$ cat src/rtl/sipo_deser.sv
`default_nettype none
// ============================================================================
// Module  : sipo_deser
// Brief   : Serial-to-parallel deserialiser with frame bit counter, double-
//           buffered valid/ready output and sticky overrun flag.
//           Optional macro SIPO_PARITY_EN appends one even-parity bit per
//           frame and adds the parity_err output.
// Revision: 1.0 - initial release
// ============================================================================
module sipo_deser #(
  parameter int WIDTH     = 8,
  parameter bit MSB_FIRST = 1'b1,
  parameter int CNT_W     = $clog2(WIDTH + 1)
) (
  input  logic             clk,
  input  logic             reset_n,
  input  logic             clear,
  input  logic             shift_en,
  input  logic             data_in,
  output logic [WIDTH-1:0] out_data,
  output logic             out_valid,
  input  logic             out_ready,
  output logic [CNT_W-1:0] bit_count,
  output logic             busy,
`ifdef SIPO_PARITY_EN
  output logic             parity_err,
`endif
  output logic             overrun
);

`ifdef SIPO_PARITY_EN
  localparam logic [CNT_W-1:0] c_LAST_CNT = CNT_W'(WIDTH);
`else
  localparam logic [CNT_W-1:0] c_LAST_CNT = CNT_W'(WIDTH - 1);
`endif

  logic [WIDTH-1:0] r_sreg;
  logic [WIDTH-1:0] w_shifted;
  logic [WIDTH-1:0] w_word;
  logic [WIDTH-1:0] r_data;
  logic [CNT_W-1:0] r_count;
  logic             r_valid;
  logic             r_overrun;
  logic             w_complete;
  logic             w_load;
  logic             w_sreg_en;

  generate
    if (MSB_FIRST) begin : g_msb_first
      assign w_shifted = {r_sreg[WIDTH-2:0], data_in};
    end else begin : g_lsb_first
      assign w_shifted = {data_in, r_sreg[WIDTH-1:1]};
    end
  endgenerate

  assign w_complete = shift_en && (r_count == c_LAST_CNT);
  assign w_load     = w_complete && (!r_valid || out_ready);

`ifdef SIPO_PARITY_EN
  // The parity bit closes the frame but never enters the shift register.
  logic r_parity_err;
  logic w_parity_err;
  assign w_word       = r_sreg;
  assign w_sreg_en    = shift_en && !w_complete;
  assign w_parity_err = (^r_sreg) ^ data_in;
`else
  assign w_word    = w_shifted;
  assign w_sreg_en = shift_en;
`endif

  always_ff @(posedge clk or negedge reset_n) begin
    if (!reset_n) begin
      r_sreg  <= '0;
      r_count <= '0;
    end else if (clear) begin
      r_sreg  <= '0;
      r_count <= '0;
    end else begin
      if (w_sreg_en) begin
        r_sreg <= w_shifted;
      end
      if (shift_en) begin
        r_count <= w_complete ? '0 : r_count + CNT_W'(1);
      end
    end
  end

  // Holding register: a completed word is dropped only when the previous one
  // is still unconsumed at the same edge.
  always_ff @(posedge clk or negedge reset_n) begin
    if (!reset_n) begin
      r_data    <= '0;
      r_valid   <= 1'b0;
      r_overrun <= 1'b0;
    end else if (clear) begin
      r_data    <= '0;
      r_valid   <= 1'b0;
      r_overrun <= 1'b0;
    end else if (w_load) begin
      r_data  <= w_word;
      r_valid <= 1'b1;
    end else if (w_complete) begin
      r_overrun <= 1'b1;
    end else if (r_valid && out_ready) begin
      r_valid <= 1'b0;
    end
  end

`ifdef SIPO_PARITY_EN
  always_ff @(posedge clk or negedge reset_n) begin
    if (!reset_n) begin
      r_parity_err <= 1'b0;
    end else if (clear) begin
      r_parity_err <= 1'b0;
    end else if (w_load) begin
      r_parity_err <= w_parity_err;
    end
  end

  assign parity_err = r_parity_err;
`endif

  assign out_data  = r_data;
  assign out_valid = r_valid;
  assign bit_count = r_count;
  assign busy      = (r_count != '0);
  assign overrun   = r_overrun;

endmodule
`default_nettype wire

$ cat config.mk
export PLATFORM = sky130hd
export DESIGN_NAME = sipo_deser
export DESIGN_NICKNAME = d
export VERILOG_FILES = /design/src/rtl/sipo_deser.sv
export SDC_FILE = /design/constraint.sdc
export NUM_CORES = 1
export LEC_CHECK = 0
export ABC_AREA = 1
export CAP_MARGIN = 20
export CORE_MARGIN = 2
export CORE_UTILIZATION = 55
export CTS_BUF_LIST = sky130_fd_sc_hd__clkbuf_4
export DETAILED_ROUTE_END_ITERATION = 7
export DONT_BUFFER_PORTS = 1
export GPL_TIMING_DRIVEN = 1
export PLACE_DENSITY = 0.7
export SETUP_SLACK_MARGIN = 0.05
export SLEW_MARGIN = 20
export SYNTH_ARGS = -nofsm -noshare
export SYNTH_HDL_FRONTEND = slang
export SYNTH_SLANG_ARGS = --single-unit
$ cat constraint.sdc
create_clock -name clk -period 1.37 [get_ports clk]
set_input_delay 0.3425 -clock clk [delete_from_list [all_inputs] [get_ports clk]]
set_output_delay 0.3425 -clock clk [all_outputs]
set_load 0.02 [all_outputs]
==> results.ini, run 1 <==
[setup_path]
critPathKind = reg2out
slowest_delay_ns = 0.41
rrSetupSlack_ns = 0.09
rr_endpoint = bit_count[3]$_DFFE_PN0P_
ff2ff_path_depth = 8
cp_max_fo = 2
reg2reg_from = bit_count[0]$_DFFE_PN0P_
worstSetupEndpointType = output port
crit_chain = inv_2, ha_4, nand2_4
cp-start-kind = register
path_buf_inv = 1
path_delay_family = flip-flops
worst-endpoint-arrival_ns = 1.00
critPathRequiredTime_ns = 1.03
cp-endpoint = busy
cp.depth = 3
cp-startpoint = bit_count[0]$_DFFE_PN0P_
slowest_stage = dfrtp_1

[yosys]
async_reset_ff_share_pct = 100
syn-num-nets = 122
synth_cells = 114
synth.most_common_cell = dfrtp_1
synthTopCellsByArea = dfrtp_1 (52%), nand3_1 (8.5%), nand2_1 (6.7%)
synth-edff-count = 0
yosysSeqAreaShare_pct = 52.2
avgSynthCellArea_um2 = 8.82
ys_ff_latch = 21
yosysWarnings = 0
yosysTopAreaCell = dfrtp_1
ys_types = 20
synth_area_um2 = 1010
synth_top_area_share_pct = 52.2
synthTopCellsByCount = dfrtp_1 (21), nand2_1 (18), nand3_1 (17)
synth_top_flop_cell = dfrtp_1

[placed_design]
gp_congestion = 0.756
io_buffers = 0
dp.cells = 141
hpwlAfterDp_mm = 1.26

[timing]
tightest_slew_ns = 0.913
maxSlewViolCount = 0
hold_violations = 0
rsz0062_at_grt = yes
skew_ns = 0.00774
fin_crit_ns = 1.34
tns_ns = 0
final-setup-viol-count = 0
hold_slack_ns = 0.0717
relSlewSlack_pct = 39.1
fmax_mhz = 746
finalCritPeriodShare_pct = 97.9

[clock_tree]
cts-htree-levels = 1
cts.sinks = 21
clock_latency_ns = 0.30
clockRootBuffer = clkbuf_4
numCtsBuffers = 3
clock_path_buffers = 2
clk_pin_slew_ns = 0.12
cts_tree = built

[global_route]
grt_pass1_wl_mm = 3.22
grt_max_degree = 22
grt_usage_pct = 21.2
grt_pass1_vias = 713
overflow = 0
antenna_found_initial = 0

[floorplan]
ios = 21
die_h_um = 46.8
die_area_um2 = 2190
dieWidth_um = 46.8
row_count = 15
core_region_area_um2 = 1730
start_util_pct = 58.3

[drt]
drcViolationCount = 0
ant_nets = 0
drt_wl_total_mm = 2.07
drt-pass1-iter-count = 4
vias = 801
routed_via_density = 5.24
detail_route.wl_per_cell_um = 13.5
drt_iter0_markers = 9

[pwr]
p_per_area_nw_per_um2 = 900
peakVddDrop_v = 0.000525
power_mw = 1.08
p_leak_nw = 0.630

[final_layout]
fin_cells = 153
area_delta_synth_final_pct = 18.8
nNetsFinal = 137
fillers = 137
drive_above_1_share_pct = 28.9
utilization_pct = 69.2
n_antenna_cell = 0
regArea_um2 = 528
multi_input_area_um2 = 429

[worst_hold_path]
hold_depth = 1
hp-class = in2reg

[run]
maxCapViolations = 0

[run_status]
status = finished, final reports clean

==> worst register-to-register path, stage by stage, from the launching register on <==
cell	delay, ns
dfrtp_1	0.41
buf_4	0.15
ha_2	0.21
nand2_4	0.08
nor2_4	0.05
buf_6	0.12
nor2_1	0.08
nand2_1	0.06
nor2_1	0.08
==> how the worst min path moves through the flow <==
stage / startpoint / end / slack [ns]
2_1_floorplan: reset_n / bit_count[0]$_DFFE_PN0P_ / 0.05
3_3_place_gp: reset_n / out_valid$_DFFE_PN0P_ / 0.05
3_5_place_dp: reset_n / out_data[3]$_DFFE_PN0P_ / 0.05
4_1_cts: clear / overrun$_DFFE_PN0P_ / 0.06
5_1_grt: clear / overrun$_DFFE_PN0P_ / 0.04
6_report: clear / overrun$_DFFE_PN0P_ / 0.07
==> metrics by stage <==
stage | setup slack (ns) | instance area, um2
floorplan | 0.107 | 1010
global placement | 0.162 | 1040
detailed placement | 0.138 | 1040
CTS | 0.0268 | 1160
global route | -0.0139 | 1190
finish | 0.0289 | 1190
==> flip-flops by register name (all words and copies together) (netlist names) <==
name,count
r_sreg,7
out_data,8
bit_count,4
overrun,1
out_valid,1
==> timing repair <==
action	4_1_cts	5_1_grt
resized for setup	12	6
hold endpoints to repair	21	0
pin swaps	1	1
cloned	0	1
endpoints found under the setup margin	1	35
setup buffers	6	0
hold buffers	1	0
==> cells in the final DEF (no fill, tap or decap) <==
| master | synthesis | layout |
|---|---|---|
| nand2_2 | 3 | 2 |
| nand3_4 | 0 | 1 |
| nor2_1 | 13 | 12 |
| nand3b_1 | 2 | 2 |
| ha_4 | 0 | 1 |
| inv_4 | 1 | 1 |
| o21ai_1 | 8 | 8 |
| a21oi_1 | 3 | 3 |
| o21ai_0 | 1 | 1 |
| nor2_4 | 0 | 1 |
| nand3_1 | 17 | 17 |
| inv_1 | 11 | 9 |
| inv_2 | 2 | 4 |
| nand4_1 | 2 | 2 |
| dfrtp_1 | 21 | 19 |
| nand2_4 | 2 | 4 |
| ha_2 | 0 | 1 |
| dfrtp_2 | 0 | 2 |
| buf_4 | 0 | 10 |
| nand2_1 | 18 | 17 |
| buf_6 | 3 | 3 |
| dlymetal6s4s_1 | 0 | 1 |
| a21oi_2 | 1 | 1 |
| clkbuf_4 | 0 | 4 |
| nor2_2 | 2 | 2 |
==> layout make-up <==
type / count / share of cell area (%)
flip-flops and latches: 21 / 44.2
clock buffers: 4 / 2.51
inverters: 14 / 4.61
multi-input cells: 75 / 35.9
well taps: 25 / 2.62
repair buffers: 14 / 10.2
==> report_power, final <==
part	leakage (nW)	total (mW)	internal, mW	switching (mW)
sequential	0.286	0.636	0.630	0.00527
combinational	0.325	0.123	0.0475	0.0756
clock	0.0184	0.317	0.133	0.183
total	0.630	1.08	0.811	0.264
==> layer usage <==
metal | track usage [%] | part of all wire, % | vias to the layer above
met3 | 3.85 | 4.3 | 4
met2 | 35.3 | 51 | 21
li1 | - | - | 399
met1 | 26.5 | 43 | 377
met4 | 10.0 | 1.5 | 0
met5 | 0 | 0 | -
==> logic make-up after synthesis <==
logic type	count (synthesis)	share of synthesized area, %
flops	21	52.2
simple gates	60	29.1
fa+ha+maj	2	2.49
buf+inv	18	9.33
compound gates	13	6.84
Power figures use the tool's default switching activity.
==> inputs of run 2 (changes only) <==
- CORE_UTILIZATION: 55 -> 50
- PLACE_DENSITY: 0.7 -> unset
==> results.ini, run 2 (synthesis gave the netlist of run 1 again) <==
[run_status]
status = finished, final reports clean

[timing]
skew_ns = 0.00586  ; -0.00188 ns
relSlewSlack_pct = 68.9  ; +30 points
fmax_mhz = 745  ; about the same
rsz0062_at_grt = yes
final-setup-viol-count = 0  ; unchanged
tns_ns = 0  ; unchanged
tightest_slew_ns = 0.467  ; -0.446 ns
fin_crit_ns = 1.34  ; +0.000690 ns
finalCritPeriodShare_pct = 97.9  ; about the same
maxSlewViolCount = 0  ; unchanged
hold_violations = 0  ; unchanged
worst_slack_ns = 0.0282  ; -0.000690 ns

[final_layout]
fillers = 181  ; +32%
layout_common_cells = dfrtp_1 (20), nand3_1 (17), nand2_1 (17)
fin_cells = 156  ; +2.0%
n_antenna_cell = 0  ; unchanged
nNetsFinal = 138  ; +0.73%
largest_reg_flops = 8  ; unchanged
drive_above_1_share_pct = 28.7  ; -0.22 points
final_common_cell = dfrtp_1
area_delta_synth_final_pct = 20.0

[clock_tree]
numCtsBuffers = 3  ; unchanged
clk_pin_slew_ns = 0.12  ; about the same
cts_tree = built
clock_path_buffers = 2  ; unchanged
clock_latency_ns = 0.30  ; about the same
clockRootBuffer = clkbuf_4
cts.sinks = 21  ; unchanged
cts-htree-levels = 1  ; unchanged

[pwr]
switching_share_pct = 26.2  ; +1.6 points
switching_power_mw = 0.280  ; +6.0%
internal_power_mw = 0.790  ; -2.6%
p_leak_nw = 0.627  ; -0.45%
seqPwrFrac_pct = 59.4  ; +0.3 points
peakVddDrop_v = 0.000464  ; -12%
p_per_area_nw_per_um2 = 886  ; -1.6%
power_mw = 1.07  ; -0.52%
combPwrFrac_pct = 12.1  ; +0.7 points
clkPwrFrac_pct = 28.5  ; -0.9 points

[drt]
detail_route.wl_per_cell_um = 12.9  ; -4.9%
drt_wl_total_mm = 2.01  ; -3.0%
drcViolationCount = 0  ; unchanged
drt_iter0_markers = 7  ; -2
vias = 802  ; +0.12%
routed_via_density = 5.14  ; -1.8%
ant_nets = 0  ; unchanged
drt-pass1-iter-count = 4  ; unchanged

[placed_design]
io_buffers = 0  ; unchanged
dp.cells = 144  ; +2.1%
post-place-ws_ns = 0.103  ; -0.0359 ns
hpwlAfterDp_mm = 1.33  ; +5.6%
gp_congestion = 0.772  ; +2.2%

[global_route]
overflow = 0  ; unchanged
grt_usage_pct = 19.2  ; -1.9 points
grt_max_degree = 22  ; unchanged
grt_pass1_wl_mm = 3.52  ; +9.5%
grt_pass1_vias = 742  ; +4.1%
antenna_found_initial = 0  ; unchanged

[floorplan]
core_region_area_um2 = 1920  ; +11%
die_area_um2 = 2390  ; +9.1%
die_h_um = 48.9  ; +4.5%
ios = 21  ; unchanged
row_count = 16  ; +1
start_util_pct = 52.3  ; -5.9 points
dieWidth_um = 48.9  ; +4.5%

[setup_path]
cp_max_fo = 2  ; unchanged
critPathRequiredTime_ns = 1.03  ; about the same
critPathKind = reg2out
cp-start-kind = register
worst-endpoint-arrival_ns = 1.00  ; about the same
worstSetupEndpointType = output port

[worst_hold_path]
hp-class = in2reg

[run]
maxCapViolations = 0  ; unchanged

run 2: worst max-delay path: stages (launching register included):
cell,delay (ns)
dfrtp_1,0.41
inv_2,0.09
ha_4,0.14
nand2_4,0.06
run 2: final timing paths:
| kind | slack (ns) | startpoint | depth (start not counted) | endpoint |
|---|---|---|---|---|
| setup / recovery | 0.03 | bit_count[1]$_DFFE_PN0P_ | 3 | busy |
| hold / removal | 0.07 | clear | 1 | overrun$_DFFE_PN0P_ |
| setup reg to reg | 0.11 | bit_count[0]$_DFFE_PN0P_ | 8 | bit_count[3]$_DFFE_PN0P_ |
| hold reg to reg | 0.53 | r_sreg[3]$_DFFE_PN0P_ | 2 | r_sreg[3]$_DFFE_PN0P_ |
| max in group asynchronous | 0.51 | reset_n | 2 | bit_count[3]$_DFFE_PN0P_ |
| min in group asynchronous | 0.52 | reset_n | 2 | out_data[2]$_DFFE_PN0P_ |
run 2: final cells by class:
class | instances | area (um2) | share of cell area (%)
inverter | 14 | 55.1 | 4.56
tap | 27 | 33.8 | 2.80
clock buffer | 3 | 22.5 | 1.87
multi-input combinational | 75 | 444 | 36.8
clock inverter | 1 | 5.00 | 0.415
sequential | 21 | 527 | 43.6
timing repair buffer | 15 | 120 | 9.95
run 2: timing repair:
| action | in CTS | in global routing |
|---|---|---|
| resized for setup | 11 | 5 |
| pin swaps | 1 | 3 |
| endpoints found under the setup margin | 1 | 14 |
| hold buffers | 1 | 1 |
| buffers inserted | 5 | 1 |
| hold endpoints to repair | 21 | 12 |
run 2: metal layers:
layer  wire length (um)  vias to the layer above  GRT usage, %
met1                911                      376          26.1
met4                  8                        0          5.71
li1                   -                      401             -
met2                979                       23          30.4
met5                  0                        -             0
met3                106                        2          5.21
run 2: power by group through the flow:
| stage | Clock, mW | Sequential, mW | Combinational (mW) |
|---|---|---|---|
| after floorplan | 0 | 0.655 | 0.0618 |
| after global placement | 0 | 0.649 | 0.0749 |
| after detailed placement | 0 | 0.650 | 0.0755 |
| after CTS | 0.313 | 0.635 | 0.120 |
| after global routing | 0.350 | 0.637 | 0.146 |
| final | 0.304 | 0.636 | 0.129 |
run 2: through the flow:
| step | utilization (%) | hold slack, ns | instance area (um2) |
|---|---|---|---|
| after floorplan | - | 0.0469 | 1010 |
| after global placement | 54.8 | 0.0473 | 1050 |
| after detailed placement | 54.8 | 0.0475 | 1050 |
| after CTS | 60.5 | 0.0628 | 1160 |
| after global routing | 62.8 | 0.0431 | 1210 |
| final | 62.8 | 0.0748 | 1210 |
==> inputs of run 3 (changes only) <==
- PLACE_DENSITY: unset -> 0.62
==> results.ini, run 3 (synthesis gave the netlist of run 1 again) <==
[setup_path]
crit_chain = inv_2, ha_4, nand2_4
path_buf_inv = 1  ; unchanged
slowest_delay_ns = 0.42  ; about the same
critPathRequiredTime_ns = 1.03  ; about the same
path_delay_family = flip-flops
critPathKind = reg2out
worstSetupEndpointType = output port
cp_max_fo = 2  ; unchanged
reg2reg_from = bit_count[1]$_DFFE_PN0P_
worst-endpoint-arrival_ns = 1.02  ; +0.02 ns
cp-start-kind = register
ff2ff_path_depth = 7  ; -1
rr_endpoint = out_data[6]$_DFFE_PN0P_
cp-startpoint = bit_count[1]$_DFFE_PN0P_
rrSetupSlack_ns = 0.15  ; +0.04 ns
cp.depth = 3  ; unchanged
cp-endpoint = busy
slowest_stage = dfrtp_1

[timing]
maxSlewViolCount = 0  ; unchanged
tns_ns = 0  ; unchanged
hold_violations = 0  ; unchanged
final-setup-viol-count = 0  ; unchanged
finalCritPeriodShare_pct = 99.2  ; +1.3 points
relSlewSlack_pct = 38.0  ; -31 points
skew_ns = 0.00114  ; -0.00472 ns
hold_slack_ns = 0.0750  ; +0.000238 ns
rsz0062_at_grt = yes
fmax_mhz = 736  ; -1.3%
tightest_slew_ns = 0.930  ; +0.463 ns
fin_crit_ns = 1.36  ; +0.0173 ns

[clock_tree]
cts.sinks = 21  ; unchanged
clock_latency_ns = 0.30  ; about the same
cts-htree-levels = 1  ; unchanged
numCtsBuffers = 3  ; unchanged
clk_pin_slew_ns = 0.12  ; about the same
clockRootBuffer = clkbuf_4
cts_tree = built
clock_path_buffers = 2  ; unchanged

[drt]
vias = 795  ; -0.87%
drt-pass1-iter-count = 4  ; unchanged
drcViolationCount = 0  ; unchanged
drt_iter0_markers = 10  ; +3
routed_via_density = 5.10  ; -0.87%
detail_route.wl_per_cell_um = 13.4  ; +4.1%
drt_wl_total_mm = 2.09  ; +4.1%
ant_nets = 0  ; unchanged

[placed_design]
gp_congestion = 0.777  ; +0.57%
hpwlAfterDp_mm = 1.37  ; +2.9%
io_buffers = 0  ; unchanged

[floorplan]
die_area_um2 = 2390  ; unchanged
dieWidth_um = 48.9  ; unchanged
ios = 21  ; unchanged
start_util_pct = 52.3  ; unchanged
core_region_area_um2 = 1920  ; unchanged
die_h_um = 48.9  ; unchanged
row_count = 16  ; unchanged

[global_route]
grt_pass1_wl_mm = 3.59  ; +2.0%
overflow = 0  ; unchanged
grt_max_degree = 22  ; unchanged
grt_usage_pct = 19.4  ; +0.16 points
antenna_found_initial = 0  ; unchanged
grt_pass1_vias = 785  ; +5.8%

[run_status]
status = finished, final reports clean

[final_layout]
largest_reg_flops = 8  ; unchanged
n_antenna_cell = 0  ; unchanged
fillers = 172  ; -5.0%
final_common_cell = dfrtp_1
area_delta_synth_final_pct = 21.5
drive_above_1_share_pct = 29.5  ; +0.78 points
nNetsFinal = 138  ; unchanged
layout_common_cells = dfrtp_1 (20), nand3_1 (17), nand2_1 (17)

[run]
maxCapViolations = 0  ; unchanged

[pwr]
peakVddDrop_v = 0.000586  ; +26%
p_per_area_nw_per_um2 = 894  ; +0.90%
p_leak_nw = 0.637  ; +1.6%

[worst_hold_path]
hp-class = in2reg

run 3: cell types whose count changed in the layout (fill, tap and decap cells not counted):
cell / previous run / this run
buf_6: 2 / 4
inv_1: 9 / 8
clkinv_2: 1 / 0
dlymetal6s4s_1: 0 / 1
inv_2: 4 / 5
clkbuf_4: 3 / 4
buf_2: 1 / 0
dlygate4sd3_1: 1 / 0
buf_4: 11 / 10
run 3: cell type report:
cell class	instances	area, um2	share of cell area [%]
Multi-Input combinational cell	75	444	36.3
Timing Repair Buffer	15	133	10.8
Tap cell	27	33.8	2.76
Clock buffer	4	30.0	2.46
Sequential cell	21	527	43.1
Inverter	14	55.1	4.50
run 3: timing repair:
item,CTS,global route
hold buffers,1,0
setup buffers,5,3
setup endpoints to repair,1,36
resized for setup,8,12
endpoints found under the hold margin,21,0
pin swaps,1,1
gates cloned,0,0
run 3: through the flow:
stage          power [mW]  area, um2  instances  setup WS, ns  util, %
4_1_cts              1.08       1150        153        0.0178     59.8
3_3_place_gp        0.722       1050        143         0.184     54.4
5_1_grt              1.14       1220        156       -0.0317     63.6
6_report             1.09       1220        156        0.0109     63.6
3_5_place_dp        0.723       1050        143         0.140     54.4
2_1_floorplan       0.717       1010        114         0.107        -
run 3: power breakdown:
group | internal [mW] | switching [mW] | total [mW] | leakage [nW]
logic | 0.0552 | 0.0797 | 0.135 | 0.330
clock network | 0.133 | 0.188 | 0.321 | 0.0184
registers | 0.630 | 0.00653 | 0.637 | 0.288
total | 0.819 | 0.274 | 1.09 | 0.637
run 3: worst min-delay path by stage:
stage,slack (ns),depth (start not counted),end,from
after CTS,0.07,1,overrun$_DFFE_PN0P_,clear
after detailed placement,0.05,0,overrun$_DFFE_PN0P_,reset_n
after floorplan,0.05,0,bit_count[0]$_DFFE_PN0P_,reset_n
after global routing,0.05,1,overrun$_DFFE_PN0P_,clear
final,0.08,1,overrun$_DFFE_PN0P_,clear
after global placement,0.05,0,out_valid$_DFFE_PN0P_,reset_n
run 3: metal layers:
metal | track usage [%] | up-vias | wire length [um] | part of all wire, %
met4 | 5.71 | 0 | 29 | 1.4
met2 | 31.3 | 18 | 1030 | 49
met1 | 26.4 | 372 | 959 | 46
met5 | 0 | - | 0 | 0
met3 | 4.29 | 5 | 74 | 3.5
li1 | - | 400 | - | -
